### src/rtl/idu_stage.sv
// Instruction decode stage: field extract, immediate build, illegal-opcode flag; one cycle accept-to-output.
// Two-slot skid buffer gives full throughput under out_ready backpressure; in_ready drops only when the skid slot is full.
module idu_stage #(
  parameter int XLEN         = 32,
  parameter bit CSR_RS2_ZERO = 1'b1
) (
  input  logic            clk,
  input  logic            rst,
  input  logic            flush,
  input  logic            in_valid,
  output logic            in_ready,
  input  logic [31:0]     in_inst,
  input  logic [XLEN-1:0] in_pc,
  input  logic            in_is_csr,
  output logic            out_valid,
  input  logic            out_ready,
  output logic [31:0]     out_inst,
  output logic [XLEN-1:0] out_pc,
  output logic [4:0]      out_rd,
  output logic [4:0]      out_rs1,
  output logic [4:0]      out_rs2,
  output logic [XLEN-1:0] out_imm,
  output logic            out_illegal
);

  typedef struct packed {
    logic [31:0]     inst;
    logic [XLEN-1:0] pc;
    logic [4:0]      rd;
    logic [4:0]      rs1;
    logic [4:0]      rs2;
    logic [XLEN-1:0] imm;
    logic            illegal;
  } beat_t;

  beat_t m_dat, s_dat, dec_dat;
  logic  m_vld, s_vld;
  logic  accept, pop;

  // Raw immediates held as signed so the XLEN cast sign-extends from inst[31].
  logic signed [31:0] imm_u;
  logic signed [20:0] imm_j;
  logic signed [12:0] imm_b;
  logic signed [11:0] imm_s;
  logic signed [11:0] imm_i;

  assign imm_u = {in_inst[31:12], 12'b0};
  assign imm_j = {in_inst[31], in_inst[19:12], in_inst[20], in_inst[30:21], 1'b0};
  assign imm_b = {in_inst[31], in_inst[7], in_inst[30:25], in_inst[11:8], 1'b0};
  assign imm_s = {in_inst[31:25], in_inst[11:7]};
  assign imm_i = in_inst[31:20];

  always_comb begin
    dec_dat      = '0;
    dec_dat.inst = in_inst;
    dec_dat.pc   = in_pc;
    dec_dat.rd   = in_inst[11:7];
    dec_dat.rs1  = in_inst[19:15];
    dec_dat.rs2  = (CSR_RS2_ZERO && in_is_csr) ? 5'd0 : in_inst[24:20];
    case (in_inst[6:0])
      7'b0110111, 7'b0010111:            dec_dat.imm = XLEN'(imm_u);
      7'b1101111:                        dec_dat.imm = XLEN'(imm_j);
      7'b1100011:                        dec_dat.imm = XLEN'(imm_b);
      7'b0100011:                        dec_dat.imm = XLEN'(imm_s);
      7'b1100111, 7'b0000011, 7'b0010011: dec_dat.imm = XLEN'(imm_i);
      7'b1110011:                        dec_dat.imm = XLEN'(in_inst[31:20]);
      7'b0110011, 7'b0001111:            dec_dat.imm = '0;
      7'b0011011: begin
        if (XLEN == 64) dec_dat.imm = XLEN'(imm_i);
        else            dec_dat.illegal = 1'b1;
      end
      7'b0111011: begin
        if (XLEN != 64) dec_dat.illegal = 1'b1;
      end
      default:                           dec_dat.illegal = 1'b1;
    endcase
    if (in_inst[1:0] != 2'b11) dec_dat.illegal = 1'b1;
  end

  assign in_ready  = !s_vld && !rst;
  assign out_valid = m_vld;
  assign accept    = in_valid && in_ready;
  assign pop       = m_vld && out_ready;

  // Occupancy is EMPTY (!m), ONE (m && !s) or TWO (m && s); s never holds a beat without m.
  always_ff @(posedge clk) begin
    if (rst) begin
      m_vld <= 1'b0;
      s_vld <= 1'b0;
      m_dat <= '0;
      s_dat <= '0;
    end else if (flush) begin
      m_vld <= 1'b0;
      s_vld <= 1'b0;
    end else if (s_vld) begin
      if (pop) begin
        m_dat <= s_dat;
        s_vld <= 1'b0;
      end
    end else if (m_vld) begin
      if (accept && pop) begin
        m_dat <= dec_dat;
      end else if (accept) begin
        s_dat <= dec_dat;
        s_vld <= 1'b1;
      end else if (pop) begin
        m_vld <= 1'b0;
      end
    end else if (accept) begin
      m_dat <= dec_dat;
      m_vld <= 1'b1;
    end
  end

  assign out_inst    = m_dat.inst;
  assign out_pc      = m_dat.pc;
  assign out_rd      = m_dat.rd;
  assign out_rs1     = m_dat.rs1;
  assign out_rs2     = m_dat.rs2;
  assign out_imm     = m_dat.imm;
  assign out_illegal = m_dat.illegal;

endmodule

### config.mk
export PLATFORM = sky130hd
export DESIGN_NAME = idu_stage
export DESIGN_NICKNAME = d
export VERILOG_FILES = /design/src/rtl/idu_stage.sv
export SDC_FILE = /design/constraint.sdc
export NUM_CORES = 1
export LEC_CHECK = 0
export ABC_AREA = 1
export BUFFER_PORTS_ARGS = -buffer_cell sky130_fd_sc_hd__buf_2
export CELL_PAD_IN_SITES_DETAIL_PLACEMENT = 2
export CELL_PAD_IN_SITES_GLOBAL_PLACEMENT = 2
export CORE_ASPECT_RATIO = 1.4
export CORE_UTILIZATION = 31
export CTS_BUF_LIST = sky130_fd_sc_hd__clkbuf_8
export DETAILED_ROUTE_END_ITERATION = 8
export GPL_TIMING_DRIVEN = 0
export PLACE_DENSITY = 0.78
export SLEW_MARGIN = 0
export SYNTH_ARGS = -nofsm -noshare
export SYNTH_HDL_FRONTEND = slang
export SYNTH_SLANG_ARGS = --single-unit
### constraint.sdc
create_clock -name clk -period 1.8 [get_ports clk]
set_input_delay 0 -clock clk [delete_from_list [all_inputs] [get_ports clk]]
set_output_delay 0 -clock clk [all_outputs]
set_load 0.05 [all_outputs]
==> flow_summary.json, run 1 <==
{
  "p_clk_frac": 0.406,
  "antenna_found_initial": 1,
  "swShare": 0.298,
  "cts_tree": "built",
  "syn2layout_area_growth_pct": 33.7,
  "routedWlPerCell_um": 20.9,
  "dp_hpwl_um": 25600,
  "hold_path_class": "input port to flop",
  "nets": 1528,
  "yosys-top-cells-area": "dfxtp_1 48%, nand2_1 15%, a21oi_1 9.8%",
  "skew_ns": 0.0250,
  "overflow": 0,
  "ir_drop_mv": 0.449,
  "synth_ff_type": "dfxtp_1",
  "slew_viol_final": 0,
  "fin_util": 0.426,
  "max_slew_margin": 0.571,
  "routed_wl_um": 38700,
  "placementRows": 71,
  "die_w_um": 143,
  "synth_cell_types": 25,
  "cap_violations": 0,
  "ctsHtreeMaxLevel": 2,
  "detail-route-antenna-nets": 0,
  "route.detailed.drc": 0,
  "numCtsBuffers": 37,
  "grt_pass1_wl_um": 60200,
  "yosysWarnings": 0,
  "synth-seq-area-share": 0.478,
  "cts.sinks": 206,
  "switchingPower_w": 0.00310,
  "initialDrtViolationCount": 315,
  "crit_path_end_kind": "flop",
  "fin_area_mm2": 0.0115,
  "status": "completed",
  "root_buffer": "clkbuf_8",
  "core-area_mm2": 0.0271,
  "p_int_w": 0.00731,
  "syn_inst": 1163,
  "crit_path_start_kind": "flop",
  "cts.clk_slew.worst_paths_ns": 0.07,
  "power_frac_seq": 0.457,
  "syn_avg_cell_area_um2": 7.41,
  "clockBufferDepth": 3,
  "hold_path_depth": 3,
  "power_density_mw_per_mm2": 903,
  "critical_path.max_fanout": 10,
  "worst_pin_slew_ns": 0.644,
  "synthesis.nets": 1233,
  "place_area_mm2": 0.00999,
  "clk_latency_ns": 0.55,
  "num_vias": 9459,
  "drtPass1Iterations": 4,
  "synth-edff-count": 0,
  "gp_congestion": 0.812,
  "critPathKind": "flop to flop",
  "port-buffer-count": 181,
  "ys_ff_latch": 206,
  "drive_gt1_frac": 0.222,
  "synth_most_common_cell": "nand2_1",
  "synth.cell_area_mm2": 0.00862,
  "comb_power_share": 0.136,
  "setup_viol": 0,
  "synthArstFlopShare": 0,
  "first_global_vias": 10600,
  "track_usage": 0.277,
  "max_freq_mhz": 566,
  "synth_common_cells": "339 x nand2_1, 206 x dfxtp_1, 169 x a21oi_1",
  "start_util": 0.318,
  "via_per_inst": 5.12,
  "worstPathArrival_ns": 2.19,
  "hold_viol": 0,
  "ios": 184,
  "die_h_um": 199,
  "grt_max_degree": 11,
  "period_needed_ns": 1.77,
  "crit_required_ns": 2.23,
  "fill_cells": 3144,
  "finalCritPeriodShare": 0.981,
  "r2r_cells": 7,
  "netlist.area_leader.share": 0.478,
  "leakagePower_nw": 5.27,
  "synth_top_cell_by_area": "dfxtp_1",
  "die-area_mm2": 0.0285
}
placed cells by master, fill, tap and decap left out, types with 2 or more instances in the layout:
master         instances
a21oi_1              167
a21oi_2                2
a31oi_1               58
buf_12                 2
buf_2                202
buf_4                 29
buf_6                 15
clkbuf_1              30
clkbuf_2               7
clkbuf_4               7
clkbuf_8              44
clkinvlp_4             2
dfxtp_1              205
diode_2                2
dlygate4sd3_1         68
inv_1                 64
inv_2                  5
nand2_1              339
nand2_2                3
nand3_1               25
nand4_1                4
nor2_1                30
nor2_2                 2
nor2_4                 3
o211ai_1               2
o21a_1                10
o21ai_0              107
o21ai_1               29
o21bai_1              13
worst paths after layout:
check / from / to / slack [ns]
setup / recovery: s_vld$_SDFF_PP0_ / out_inst[14]$_SDFFE_PP0P_ / 0.03
hold / removal: rst / s_dat[53]$_SDFFE_PP0P_ / 0.01
setup reg to reg: s_vld$_SDFF_PP0_ / out_inst[14]$_SDFFE_PP0P_ / 0.03
hold reg to reg: s_dat[37]$_SDFFE_PP0P_ / s_dat[37]$_SDFFE_PP0P_ / 0.46
kinds of logic (layout without fill, tap and decap cells):
group                  after synthesis  in the layout  share of synthesized area
AND/OR/NAND/NOR                    408            408                      0.187
AO/OA/AOI/OAI                      391            391                      0.243
buffers and inverters              158            477                     0.0913
flip-flops                         206            206                      0.478
other                                0              2                          0
critical path, cell delays in order (launching register included):
cell and delay (ns):
dfxtp_1 0.46, buf_6 0.21, a21oi_4 0.06, nor2_4 0.15, buf_4 0.18, buf_6 0.15, o21ai_0 0.10, a31oi_1 0.32
through the flow:
| stage | instances | hold WS [ns] | setup slack (ns) | power, W | TNS [ns] |
|---|---|---|---|---|---|
| 2_1_floorplan | 1163 | 0.105 | 0.0613 | 0.00566 | 0 |
| 3_3_place_gp | 1709 | 0.215 | -0.0327 | 0.00608 | -0.609 |
| 3_5_place_dp | 1709 | 0.218 | -0.207 | 0.00610 | -12.31 |
| 4_1_cts | 1845 | 0.00318 | -0.00706 | 0.0104 | -0.0158 |
| 5_1_grt | 1848 | 0.0324 | -0.0126 | 0.0108 | -0.0365 |
| 6_report | 1849 | 0.0107 | 0.0340 | 0.0104 | 0 |
routing by layer:
layer / global-route usage / up-vias / share of wire
met5: 0 / - / 0
met4: 0.129 / 0 / 0.034
met3: 0.0465 / 78 / 0.041
met2: 0.520 / 224 / 0.53
met1: 0.299 / 4693 / 0.39
li1: - / 4464 / -
registers in the layout, summed over array words and instances, names as in the netlist:
signal,flops
s_vld,1
out_valid,1
out_rs2,5
out_inst,32
out_imm,32
s_dat,102
out_illegal,1
out_pc,32
power groups by stage:
stage          clock network [W]  registers (W)  logic [W]
2_1_floorplan                  0        0.00525   0.000405
3_3_place_gp                   0        0.00485    0.00123
3_5_place_dp                   0        0.00485    0.00125
4_1_cts                  0.00430        0.00476    0.00139
5_1_grt                  0.00452        0.00477    0.00151
6_report                 0.00423        0.00476    0.00142
layout make-up:
cell class	instances	area, µm²	area share
diodes	2	5.00	0.000434
plain buffers	103	672	0.0583
clock buffers	44	606	0.0525
clock inverters	19	80.1	0.00694
inverters	54	205	0.0178
multi-input cells	799	3740	0.324
flip-flops and latches	206	4130	0.358
well taps	365	457	0.0396
repair buffers	257	1650	0.143
timing repair:
item | CTS | global route
gates resized for setup | 9 | 39
setup endpoints to repair | 101 | 104
buffers inserted | 5 | 3
hold endpoints to repair | 200 | 0
pin swaps | 1 | 3
hold buffers | 68 | 0
No activity file was read; power rests on OpenSTA's default activity.
==> run 2, diff against run 1 <==
Settings changed: CORE_UTILIZATION 31 to 34, PLACE_DENSITY 0.78 to 0.84.
Clock period 1.8 ns to 2.1 ns, I/O delays scaled along.
==> flow_summary.json, run 2 (synthesis results as in run 1) <==
{
  "initialDrtViolationCount": 399,
  "crit_path_end_kind": "flop",
  "syn2layout_area_growth_pct": 31.1,
  "grt_pass1_wl_um": 63900,
  "hold_path_class": "input port to flop",
  "placementRows": 68,
  "die_h_um": 190,
  "crit_required_ns": 2.59,
  "met2_length_um": 22100,
  "drt-met1-wl_um": 15900,
  "drive_gt1_frac": 0.209,
  "port-buffer-count": 181,
  "dp_hpwl_um": 25600,
  "ir_drop_mv": 0.407,
  "numCtsBuffers": 36,
  "rsz0062_at_grt": "no",
  "first_global_vias": 11100,
  "detail-route-antenna-nets": 0,
  "critPathKind": "input port to flop",
  "final_common_cell": "nand2_1",
  "grt_max_degree": 11,
  "largest_register": "s_dat",
  "cts.clk_slew.worst_paths_ns": 0.09,
  "max_freq_mhz": 498,
  "route.detailed.drc": 0,
  "layoutNonFillerInstCount": 1793,
  "setup_viol": 0,
  "pre_cts_slack_ns": 0.256,
  "clk_latency_ns": 0.57,
  "routedWlPerCell_um": 23.4,
  "path_delay_family": "buffers and inverters",
  "clockBufferDepth": 3,
  "drtPass1Iterations": 5,
  "track_usage": 0.325,
  "ctsHtreeMaxLevel": 2,
  "crit_buf_inv": 6,
  "top_layer": "met4",
  "die-area_mm2": 0.0260,
  "largest_reg_flops": 102,
  "fin_tns_setup_ns": 0,
  "gp_congestion": 0.838,
  "skew_ns": 0.0322,
  "leakagePower_nw": 5.18,
  "worstPathCellList": "dlygate4sd3_1, buf_6, inv_2, buf_2, buf_2, nand2_1, a221oi_1, dlygate4sd3_1",
  "overflow": 0,
  "worst_pin_slew_ns": 0.699,
  "crit_path_start_kind": "input port",
  "slowest_delay_ns": 0.59,
  "critical_path.max_fanout": 10,
  "placedCellCount": 1659,
  "num_vias": 9767,
  "cts_tree": "built",
  "root_buffer": "clkbuf_8",
  "slowest_stage": "dlygate4sd3_1",
  "via_per_inst": 5.45,
  "slew_viol_final": 0,
  "power_w": 0.00896,
  "cts-resized-gates": 0,
  "nets": 1523,
  "antenna_found_initial": 2,
  "die_w_um": 137,
  "status": "completed",
  "max_slew_margin": 0.534,
  "cap_violations": 0,
  "core-area_mm2": 0.0248,
  "timing.final.ws_setup_ns": 0.0905,
  "start_util": 0.348,
  "period_needed_ns": 2.01,
  "finalCritPeriodShare": 0.957,
  "ios": 184,
  "power_density_mw_per_mm2": 793,
  "routed_wl_um": 42000,
  "wl_met3_um": 1780,
  "cts.sinks": 206,
  "hold_viol": 0,
  "worstPathArrival_ns": 2.50,
  "final_cell_mix": "339 x nand2_1, 216 x buf_2, 206 x dfxtp_1"
}
==> run 2: cell count changes in the layout (fill, tap and decap cells not counted), sizes merged <==
cell | before | now
clkbuf | 88 | 77
dlygate4sd3 | 68 | 70
clkinvlp | 2 | 0
clkinv | 1 | 3
buf | 248 | 251
==> run 2: where the power goes <==
group | internal (W) | total (W) | switching [W] | leakage, nW
registers | 0.00401 | 0.00408 | 0.0000685 | 1.67
logic | 0.000348 | 0.00122 | 0.000875 | 3.11
clock network | 0.00181 | 0.00366 | 0.00185 | 0.399
==> run 2: path summary, 6_finish.rpt <==
path	from	to	slack, ns	cells after the start
min reg2reg	s_dat[33]$_SDFFE_PP0P_	s_dat[33]$_SDFFE_PP0P_	0.47	2
min	in_pc[23]	s_dat[71]$_SDFFE_PP0P_	0.26	4
max reg2reg	s_vld$_SDFF_PP0_	out_pc[20]$_SDFFE_PP0P_	0.14	5
max	rst	out_valid$_SDFFE_PP0N_	0.09	8
==> run 2: metrics by stage <==
stage           util  instance area, µm²  hold WS [ns]
2_1_floorplan      -                8620         0.105
3_3_place_gp   0.401                9920         0.213
3_5_place_dp   0.401                9920         0.224
4_1_cts        0.455               11300         0.262
5_1_grt        0.456               11300         0.262
6_report       0.456               11300         0.256
==> run 2: timing repair <==
| action | 4_1_cts | 5_1_grt |
|---|---|---|
| hold buffers | 70 | 0 |
| buffers inserted | 0 | 1 |
| endpoints found under the hold margin | 193 | 0 |
| setup endpoints to repair | 0 | 3 |
==> run 2: routing by layer <==
layer / global-route usage / vias up
met5: 0 / -
met4: 0.183 / 0
met3: 0.0526 / 132
met2: 0.612 / 303
met1: 0.334 / 4882
li1: - / 4450
==> run 2: layout make-up <==
class / count / area [µm²]
fill: 2873 / 13500
sequential: 206 / 4120
multi-input combinational: 799 / 3710
timing repair buffer: 252 / 1630
buffer: 104 / 584
clock buffer: 42 / 578
tap: 315 / 394
inverter: 54 / 203
clock inverter: 19 / 75.1
antenna: 2 / 5.00
==> run 2: worst register-to-register path, delay by kind of cell (launching register included) <==
| family | cells | cell delay, ns |
|---|---|---|
| and+or+nand+nor | 1 | 0.14 |
| DFF | 1 | 0.42 |
| AOI/OAI and AO/OA | 1 | 0.33 |
| buffers and inverters | 3 | 0.98 |
